==> config.mk <==
export PLATFORM = sky130hd
export DESIGN_NAME = instr_fetch_unit
export DESIGN_NICKNAME = d
export VERILOG_FILES = /design/src/rtl/instr_fetch_unit.sv
export SDC_FILE = /design/constraint.sdc
export NUM_CORES = 1
export LEC_CHECK = 0
export ABC_CLOCK_PERIOD_IN_PS = 2900
export BUFFER_PORTS_ARGS = -buffer_cell sky130_fd_sc_hd__buf_2
export CORE_UTILIZATION = 49
export DETAILED_ROUTE_END_ITERATION = 10
export GPL_TIMING_DRIVEN = 0
export PLACE_DENSITY = 0.89
export SYNTH_ARGS = -nofsm -noshare
export SYNTH_HDL_FRONTEND = slang
export SYNTH_SLANG_ARGS = --single-unit
==> constraint.sdc <==
create_clock -name clk -period 2.9 [get_ports clk]
set_input_delay 0.58 -clock clk [delete_from_list [all_inputs] [get_ports clk]]
set_output_delay 0.58 -clock clk [all_outputs]
set_load 0.1 [all_outputs]
==> src/rtl/instr_fetch_unit.sv <==
`default_nettype none
// ============================================================================
// Module   : instr_fetch_unit
// Purpose  : Instruction fetch initiator for the single-issue RV32I core.
//            Owns the program counter, presents word addresses to an
//            asynchronous-read instruction memory and buffers fetched words
//            with their PCs in a 2-entry queue that feeds decode through a
//            valid/ready handshake. Redirects from execute reload the PC and
//            flush the queue.
// Ports    : clk, rst_n               - clock, async active-low reset
//            fetch_en                 - allow a fetch this cycle
//            imem_addr / imem_rdata   - instruction memory address / word
//            redirect_valid/_pc       - control transfer from execute
//            out_valid / out_ready    - decode handshake
//            out_instr, out_pc,
//            out_pc_plus4             - head entry contents
// Revision : 1.0 - initial release
// ============================================================================
module instr_fetch_unit #(
  parameter logic [31:0] RESET_PC = 32'h0000_0000,
  parameter int          DEPTH    = 2
) (
  input  logic        clk,
  input  logic        rst_n,
  input  logic        fetch_en,
  output logic [31:0] imem_addr,
  input  logic [31:0] imem_rdata,
  input  logic        redirect_valid,
  input  logic [31:0] redirect_pc,
  output logic        out_valid,
  input  logic        out_ready,
  output logic [31:0] out_instr,
  output logic [31:0] out_pc,
  output logic [31:0] out_pc_plus4
);

  localparam logic [1:0] c_FULL = 2'(DEPTH);

  logic [31:0] r_pc;
  logic [31:0] r_instr [0:1];
  logic [31:0] r_qpc   [0:1];
  logic        r_rptr;
  logic        r_wptr;
  logic [1:0]  r_count;

  logic        w_pop;
  logic        w_push;
  logic        w_unused;

  // Low target bits are dropped; the redirect always lands word aligned.
  assign w_unused = &{1'b0, redirect_pc[1:0]};

  assign w_pop  = (r_count != 2'd0) & out_ready;
  // A full queue still accepts a word when the head leaves in the same cycle,
  // which keeps throughput at one per cycle after backpressure releases.
  assign w_push = fetch_en & ~redirect_valid & ((r_count != c_FULL) | w_pop);

  assign imem_addr    = r_pc;
  assign out_valid    = (r_count != 2'd0);
  assign out_instr    = r_instr[r_rptr];
  assign out_pc       = r_qpc[r_rptr];
  assign out_pc_plus4 = r_qpc[r_rptr] + 32'd4;

  always_ff @(posedge clk or negedge rst_n) begin
    if (!rst_n) begin
      r_pc    <= RESET_PC;
      r_rptr  <= 1'b0;
      r_wptr  <= 1'b0;
      r_count <= 2'd0;
      for (int i = 0; i < 2; i++) begin
        r_instr[i] <= 32'd0;
        r_qpc[i]   <= 32'd0;
      end
    end else if (redirect_valid) begin
      // Flush: any head popped this cycle is already delivered, the rest is
      // discarded by resetting occupancy and pointers.
      r_pc    <= {redirect_pc[31:2], 2'b00};
      r_rptr  <= 1'b0;
      r_wptr  <= 1'b0;
      r_count <= 2'd0;
    end else begin
      if (w_push) begin
        r_instr[r_wptr] <= imem_rdata;
        r_qpc[r_wptr]   <= r_pc;
        r_wptr          <= ~r_wptr;
        r_pc            <= r_pc + 32'd4;
      end
      if (w_pop) begin
        r_rptr <= ~r_rptr;
      end
      case ({w_push, w_pop})
        2'b10:   r_count <= r_count + 2'd1;
        2'b01:   r_count <= r_count - 2'd1;
        default: r_count <= r_count;
      endcase
    end
  end

endmodule
`default_nettype wire

# Word-level counts from Yosys, hierarchy flattened
# Cells that the tools add are included.
[word_totals]
ramBits = 0
romBits = 0
n_memories = 0
wordCells = 51
regBits = 164
latchBits = 0
[op_classes]
addsub = 4
n_div = 0
shifts = 0
n_lt_le_gt_ge = 3
bitwise_logic = 9
n_mux = 18
reduce_logical = 6
multipliers = 0
eq_ne = 3
[op_table]
columns = ["op", "n"]
rows = [
  ["$mux 32", 9],
  ["$bwmux 64", 2],
  ["$add 32x3->32 const B", 2],
  ["$demux 32 s1", 1],
  ["$reduce_bool 2->1", 3],
  ["$ge 2x2->1 const B", 2],
  ["$mux 1", 4],
  ["$not 1->2", 2],
  ["$pmux 2 s2", 1],
  ["$and 1x1->1", 3],
  ["$not 1->1", 3],
  ["$reduce_bool 3->1", 1],
  ["$add 2x1->2 const B", 1],
  ["$eq 2x1->1 const B", 1],
  ["$eq 2x2->1 const B", 1],
  ["$lt 2x1->1 const B", 1],
  ["$mux 2", 1],
  ["$ne 2x2->1 const B", 1],
  ["$reduce_and 2->1", 1],
  ["$sub 2x1->2 const B", 1],
  ["$logic_and 1x1->1", 1],
  ["$or 1x1->1", 1],
]

# Depth between registers and ports, before layout
# Gate-level depths: netlist (run 1).
[logic_depth]
word_depth = 7
mapped_depth = 12

# Worst setup path before layout (run 1)
# Ideal clock, no wire load.
[synth_path]
path_kind = "register -> output"
from = "reg r_rptr"
to = "out out_pc_plus4[30]"
stages_incl_launch_ff = 13
path_slack_ns = -4.204
t_arrival_ns = 6.524
t_required_ns = 2.320
cell_sequence = "dfrtp_1 buf_6 buf_6 buf_2 clkbuf_1 buf_2 mux2i_1 inv_1 ha_1 nor2b_1 nand4_2 nor3_1 xnor2_1"
[synth_via]
elab_chain_len = 5
[synth_rtl]
columns = ["element", "line", "source"]
rows = [
  ["start: declaration", "42", "logic r_rptr;"],
  ["start signal: assignment", "89", "r_rptr <= ~r_rptr;"],
  ["$not 1->2", "-", ""],
  ["$mux 32 (3 in series)", "-", ""],
  ["net out_pc[2]", "33", "output logic [31:0] out_pc,"],
  ["$add 32x3->32", "62", "assign out_pc_plus4 = r_qpc[r_rptr] + 32'd4;"],
  ["end: declaration", "34", "output logic [31:0] out_pc_plus4"],
]
# The timed path passes the listed nets, and every way through them passes these cells. The select of a mux whose other input is x is not followed.

# Worst setup path after layout (run 1)
[layout_path]
from = "reg r_rptr"
to = "out out_pc_plus4[22]"
[layout_via]
elab_chain_len = 5
[layout_rtl]
columns = ["element", "line"]
rows = [
  ["$not 1->2 (not written as such)", "62"],
  ["$mux 32 (not written as such) (3 in series)", "62"],
  ["$add 32x3->32", "62"],
]
# Every way passes these cells. The select of a mux whose other input is x is not followed.

==> impl_metrics.tcl, run 1 <==
set metrics [dict create \
    hold_viol_final 0 \
    grt_pass1_vias 6723 \
    worstPathMaxFanout 5 \
    total_power_mw 11.4 \
    vias_per_cell 5.69 \
    dr.pass1.iters 6 \
    place_area_um2 9890 \
    max_stage_delay_ns 0.41 \
    synth_warnings 0 \
    violations "setup timing" \
    synth_area_um2 8000 \
    fmax_mhz 279 \
    synth-adder-area-share_pct 0.313 \
    vias 6554 \
    overflow 0 \
    drv_slew 0 \
    gp_congestion 0.819 \
    crit_family "buffers and inverters" \
    ant_nets 0 \
    tightest_slew_ns 0.768 \
    power_density_nw_per_um2 987 \
    criticalPathCategory "reg -> out" \
    ir_drop_mv 0.934 \
    dieArea_um2 16800 \
    clkLatencyLatePin_ns 0.43 \
    outcome "complete, but fails checks" \
    end_kind "output pin" \
    ys_top_cells_by_area "dfrtp_1 (49%), mux2_2 (24%), xor2_1 (3.4%)" \
    port_buffers 188 \
    n_fill_cell 1014 \
    synth_edf_count 0 \
    grt_usage_pct 29.6 \
    initial_core_util_pct 50.3 \
    route.detailed.drc 0 \
    synth_cell_types 50 \
    critPathSlowestCell "dfrtp_1" \
    synthArstFlopShare_pct 100 \
    hpwl_um 14900 \
    final_common_cell "mux2_2" \
    fin_nets 990 \
    synth-compound-area-share_pct 3.83 \
    antenna_found_initial 4 \
    worst_slack_ns -0.686 \
    synth_cells 673 \
    pin_count 198 \
    grt_pass1_wl_um 37100 \
    clkSinkCount 158 \
    fin_skew_ns 0.00992 \
    synth_ff_type "dfrtp_1" \
    start_kind "register" \
    ys_seq_elements 158 \
    cap_violations 0 \
    synth_mux_area_share_pct 25.9 \
    cts_inserted_buffers 17 \
    design_area_um2 11500 \
    layout_min_cycle_time_ns 3.59 \
    synth_top_family_by_area "multiplexers" \
    arrival_ns 3.01 \
    ys_seq_area_share_pct 49.5 \
    design.core.area_um2 15900 \
    cts.htree.levels 4 \
    cts_tree "built" \
    min_path_type "in -> async" \
    synth-simple-area-share_pct 11.0 \
    hold_buffers 0 \
    synth_top_area_cell "dfrtp_1" \
    synth_xor_area_share_pct 5.81 \
    syn_to_final_growth_pct 43.8 \
    cp_cell_sequence "buf_8, buf_12, clkbuf_16, buf_12, mux2i_4, clkinvlp_4, ha_4, nor2b_4, nand4_4, buf_12, nor3b_4, xor2_4, buf_12" \
    row_count 46 \
    drive_gt1_share_pct 56.5 \
    relSlewSlack_pct 48.5 \
    crit_top_cell "buf_12" \
    p_leak_nw 5.21 \
    rsz0062_at_grt "yes" \
    wire_per_inst_um 20.9 \
    cts-root-buf "clkbuf_16" \
    grt_max_degree 97 \
    finalCritPeriodShare_pct 124 \
    finalSetupViolCount 26 \
    die_x_um 130 \
    drt-initial-drc-count 566 \
    whs_ns 0.128 \
    synth_top_area_share_pct 49.5 \
    path_buf_inv 7 \
    wl_um 24000 \
    die_y_um 130 \
    synth_area_per_cell_um2 11.9 \
    clk_pin_slew_worst_paths_ns 0.06 \
    clk_path_buf_depth 2 \
    mostFrequentLayoutCells "mux2_2 (170), dfrtp_1 (158), buf_2 (148)" \
    worstPathRequired_ns 2.32 \
]
[registers in the layout, summed over array words and instances, names as in the netlist]
register and cells:
r_instr 64, r_qpc 60, imem_addr 30, r_count 2, r_rptr 1, r_wptr 1
[path summary, 6_finish.rpt]
| check | startpoint | to | slack (ns) | depth (start not counted) |
|---|---|---|---|---|
| max | r_rptr | out_pc_plus4[22] | -0.69 | 13 |
| min | rst_n | r_instr[16] | 0.13 | 1 |
| max reg2reg | r_count[1] | r_qpc[59] | 0.46 | 6 |
| min reg2reg | r_instr[63] | r_instr[63] | 0.50 | 1 |
| max in group asynchronous | rst_n | r_qpc[52] | 1.88 | 2 |
| min in group clk | redirect_pc[7] | imem_addr[7] | 0.36 | 3 |
[where the power goes]
part | switching (mW) | internal [mW]
logic | 4.18 | 1.66
clock network | 0.942 | 1.38
registers | 0.446 | 2.74
total | 5.57 | 5.78
[area by class of cell]
cell class	count	area, um^2	share of cell area (%)
Inverter	15	60.1	0.522
Antenna cell	3	7.51	0.0653
Timing Repair Buffer	223	1770	15.4
Tap cell	216	270	2.35
Buffer	40	319	2.77
Multi-Input combinational cell	464	4520	39.3
Clock inverter	13	164	1.43
Sequential cell	158	3950	34.4
Clock buffer	19	443	3.85
[cells in the mapped netlist, types with 3 or more instances]
library cell and n:
o21ai_0 33, or3_1 4, a31oi_1 6, mux2_1 3, nor2b_1 3, dfrtp_1 158
xor2_1 31, nand4_1 25, nand4b_1 5, buf_2 14, inv_1 14, nor3_1 5
nand2_1 57, xnor2_1 22, nor3b_1 4, and3_1 4, nand3_1 19, mux2_2 173
a21oi_1 5, mux2i_1 9, buf_4 13, clkbuf_1 10, nor2_1 23
[repair_timing]
item / 4_1_cts / 5_1_grt
gates resized for setup: 168 / 14
setup buffers: 29 / 6
endpoints found under the setup margin: 74 / 40
pin swaps: 24 / 12
[per-layer routing]
metal	global-route usage (%)	routed length (um)	share of wire (%)	vias up
li1	-	-	-	2878
met1	36.6	9170	38	3226
met2	48.0	12000	50	381
met3	9.10	2090	8.7	67
met4	12.9	777	3.2	2
met5	0	13	0.054	-
[logic make-up (layout without fill, tap and decap cells)]
kind of cell,count (synthesis),count (layout)
flops,158,158
other cells,1,9
fa+ha+maj,2,2
mux,185,185
simple gates,165,165
xor+xnor,53,53
compound gates,53,53
buf+inv,56,310
[through the flow]
stage	utilization [%]	worst slack, ns	TNS (ns)	cells
CTS	71.8	-0.710	-12.00	1144
detailed placement	62.2	-0.948	-13.74	1083
finish	72.4	-0.686	-11.17	1151
global route	72.4	-0.754	-13.89	1149
global placement	62.0	-1.05	-176.25	1082
floorplan	-	-1.56	-21.53	678
[worst register-to-register path, delay by kind of cell (launching register included)]
kind	cells	cell delay (ns)
AND/OR/NAND/NOR	3	0.93
buffers and inverters	2	0.58
flip-flops	1	0.42
multiplexers	1	0.38
Power figures use the tool's default switching activity.
==> inputs of run 2 (changes only) <==
CAP_MARGIN = 20   (was unset)
MAX_ROUTING_LAYER = met4   (was unset)
==> impl_metrics.tcl, run 2 (synthesis results as in run 1) <==
set metrics [dict create \
    fmax_mhz 278 \
    min_path_type "in -> async" \
    final_common_cell "mux2_2" \
    tightest_slew_ns 0.767 \
    critPathSlowestCell "dfrtp_1" \
    drive_gt1_share_pct 56.7 \
    multi_input_area_um2 4540 \
    clkPwrFrac_pct 20.5 \
    dieArea_um2 16800 \
    vias 6609 \
    max_stage_delay_ns 0.41 \
    cts_tree "built" \
    vias_per_cell 5.73 \
    drv_slew 0 \
    combPwrFrac_pct 51.5 \
    grt_usage_pct 30.5 \
    r2r_start "r_count[1]" \
    dr.pass1.iters 5 \
    layout_min_cycle_time_ns 3.59 \
    fin_tns_setup_ns -11.14 \
    clkLatencyLatePin_ns 0.43 \
    syn_to_final_growth_pct 44.7 \
    drt-initial-drc-count 559 \
    hpwl_um 14900 \
    p_int_mw 5.79 \
    regToRegSetupSlack_ns 0.47 \
    cp_cell_sequence "buf_8, buf_12, clkbuf_16, buf_12, mux2i_4, clkinvlp_4, ha_4, nor2b_4, nand4_4, buf_12, nor3b_4, xor2_4, buf_12" \
    ant_nets 0 \
    dp_cells 1083 \
    overflow 0 \
    fin_nets 992 \
    die_y_um 130 \
    arrival_ns 3.01 \
    worst_slack_ns -0.693 \
    p_leak_nw 5.23 \
    regArea_um2 3950 \
    finalCritPeriodShare_pct 124 \
    end_kind "output pin" \
    clk_path_buf_depth 2 \
    grt_max_degree 97 \
    cap_violations 0 \
    ir_drop_mv 0.936 \
    route.detailed.drc 0 \
    finalSetupViolCount 26 \
    die_x_um 130 \
    crit_top_cell "buf_12" \
    criticalPathCategory "reg -> out" \
    outcome "complete, but fails checks" \
    start_kind "register" \
    row_count 46 \
    rsz0062_at_grt "yes" \
    relSlewSlack_pct 48.6 \
    worstPathMaxFanout 5 \
    crit_start "r_rptr" \
    worstPathRequired_ns 2.32 \
    cts.htree.levels 4 \
    switching_share_pct 49.2 \
    n_fill_cell 1011 \
    hold_viol_final 0 \
    wl_um 24300 \
    endpoint "out_pc_plus4[22]" \
    gp_congestion 0.831 \
    design.core.area_um2 15900 \
    hold_buffers 0 \
    top_register "r_instr" \
    cts_inserted_buffers 17 \
    grt_pass1_wl_um 37000 \
    reg2regPathDepth 6 \
    wire_per_inst_um 21.1 \
    cts-root-buf "clkbuf_16" \
    port_buffers 188 \
    r2r_end "r_qpc[59]" \
    fin_skew_ns 0.0103 \
    mostFrequentLayoutCells "mux2_2 (170), dfrtp_1 (158), buf_2 (148)" \
    initial_core_util_pct 50.3 \
    clk_pin_slew_worst_paths_ns 0.06 \
    pin_count 198 \
    antenna_found_initial 4 \
    largest_reg_flops 64 \
    p_switching_mw 5.60 \
    violations "setup timing" \
    power_frac_seq_pct 28.1 \
    grt_pass1_vias 6726 \
    clkSinkCount 158 \
    power_density_nw_per_um2 985 \
    finalNonFillerCells 1154 \
]
[run 2: per-layer routing]
metal | wire [um] | share of wire [%] | up-vias | track usage (%)
met3 | 2080 | 8.5 | 82 | 8.24
met5 | 0 | 0 | - | -
met1 | 9350 | 38 | 3270 | 36.9
met4 | 863 | 3.5 | 0 | 13.4
li1 | - | - | 2870 | -
met2 | 12100 | 50 | 387 | 47.9
[run 2: critical path: cells and delay by family (launching register included)]
family | cells | cell delay, ns
and+or+nand+nor | 3 | 0.65
buffers and inverters | 7 | 0.97
DFF | 1 | 0.41
adders and majority gates | 1 | 0.12
muxes | 1 | 0.19
xor gates and xnor gates | 1 | 0.22
[run 2: repair_timing]
action | CTS | global route
setup endpoints to repair | 74 | 40
buffers inserted | 29 | 7
pin swaps | 24 | 19
resized for setup | 168 | 21
[run 2: final cells by class]
cell class / count / area share, %
inverter: 15 / 0.519
buffer: 40 / 2.77
multi-input combinational: 464 / 39.2
sequential: 158 / 34.2
tap: 216 / 2.34
clock inverter: 13 / 1.42
clock buffer: 19 / 3.83
timing repair buffer: 225 / 15.7
antenna: 4 / 0.0865
[run 2: how the worst min path moves through the flow]
stage | slack, ns | end | cells past startpoint | start
after detailed placement | 0.48 | r_instr[63] | 1 | r_instr[63]
after global routing | 0.17 | r_instr[48] | 1 | rst_n
final | 0.13 | r_instr[48] | 1 | rst_n
after global placement | 0.47 | r_instr[59] | 1 | r_instr[59]
after floorplan | 0.28 | imem_addr[10] | 0 | rst_n
after CTS | 0.15 | r_instr[48] | 1 | rst_n
[run 2: power groups by stage]
stage	logic, mW	clock network [mW]	registers, mW
2_1_floorplan	4.33	0	3.33
3_3_place_gp	5.15	0	3.13
3_5_place_dp	5.22	0	3.17
4_1_cts	5.76	2.33	3.15
5_1_grt	6.04	2.45	3.25
6_report	5.86	2.33	3.20
[run 2: metrics by stage]
step | instance area [um^2] | util (%) | total power, mW | setup slack (ns) | hold WS (ns)
final | 11600 | 72.8 | 11.4 | -0.693 | 0.130
after global routing | 11600 | 72.8 | 11.7 | -0.772 | 0.166
after CTS | 11400 | 71.8 | 11.2 | -0.710 | 0.151
after detailed placement | 9890 | 62.2 | 8.39 | -0.948 | 0.476
after global placement | 9850 | 62.0 | 8.28 | -1.05 | 0.466
after floorplan | 8640 | - | 7.66 | -1.56 | 0.284
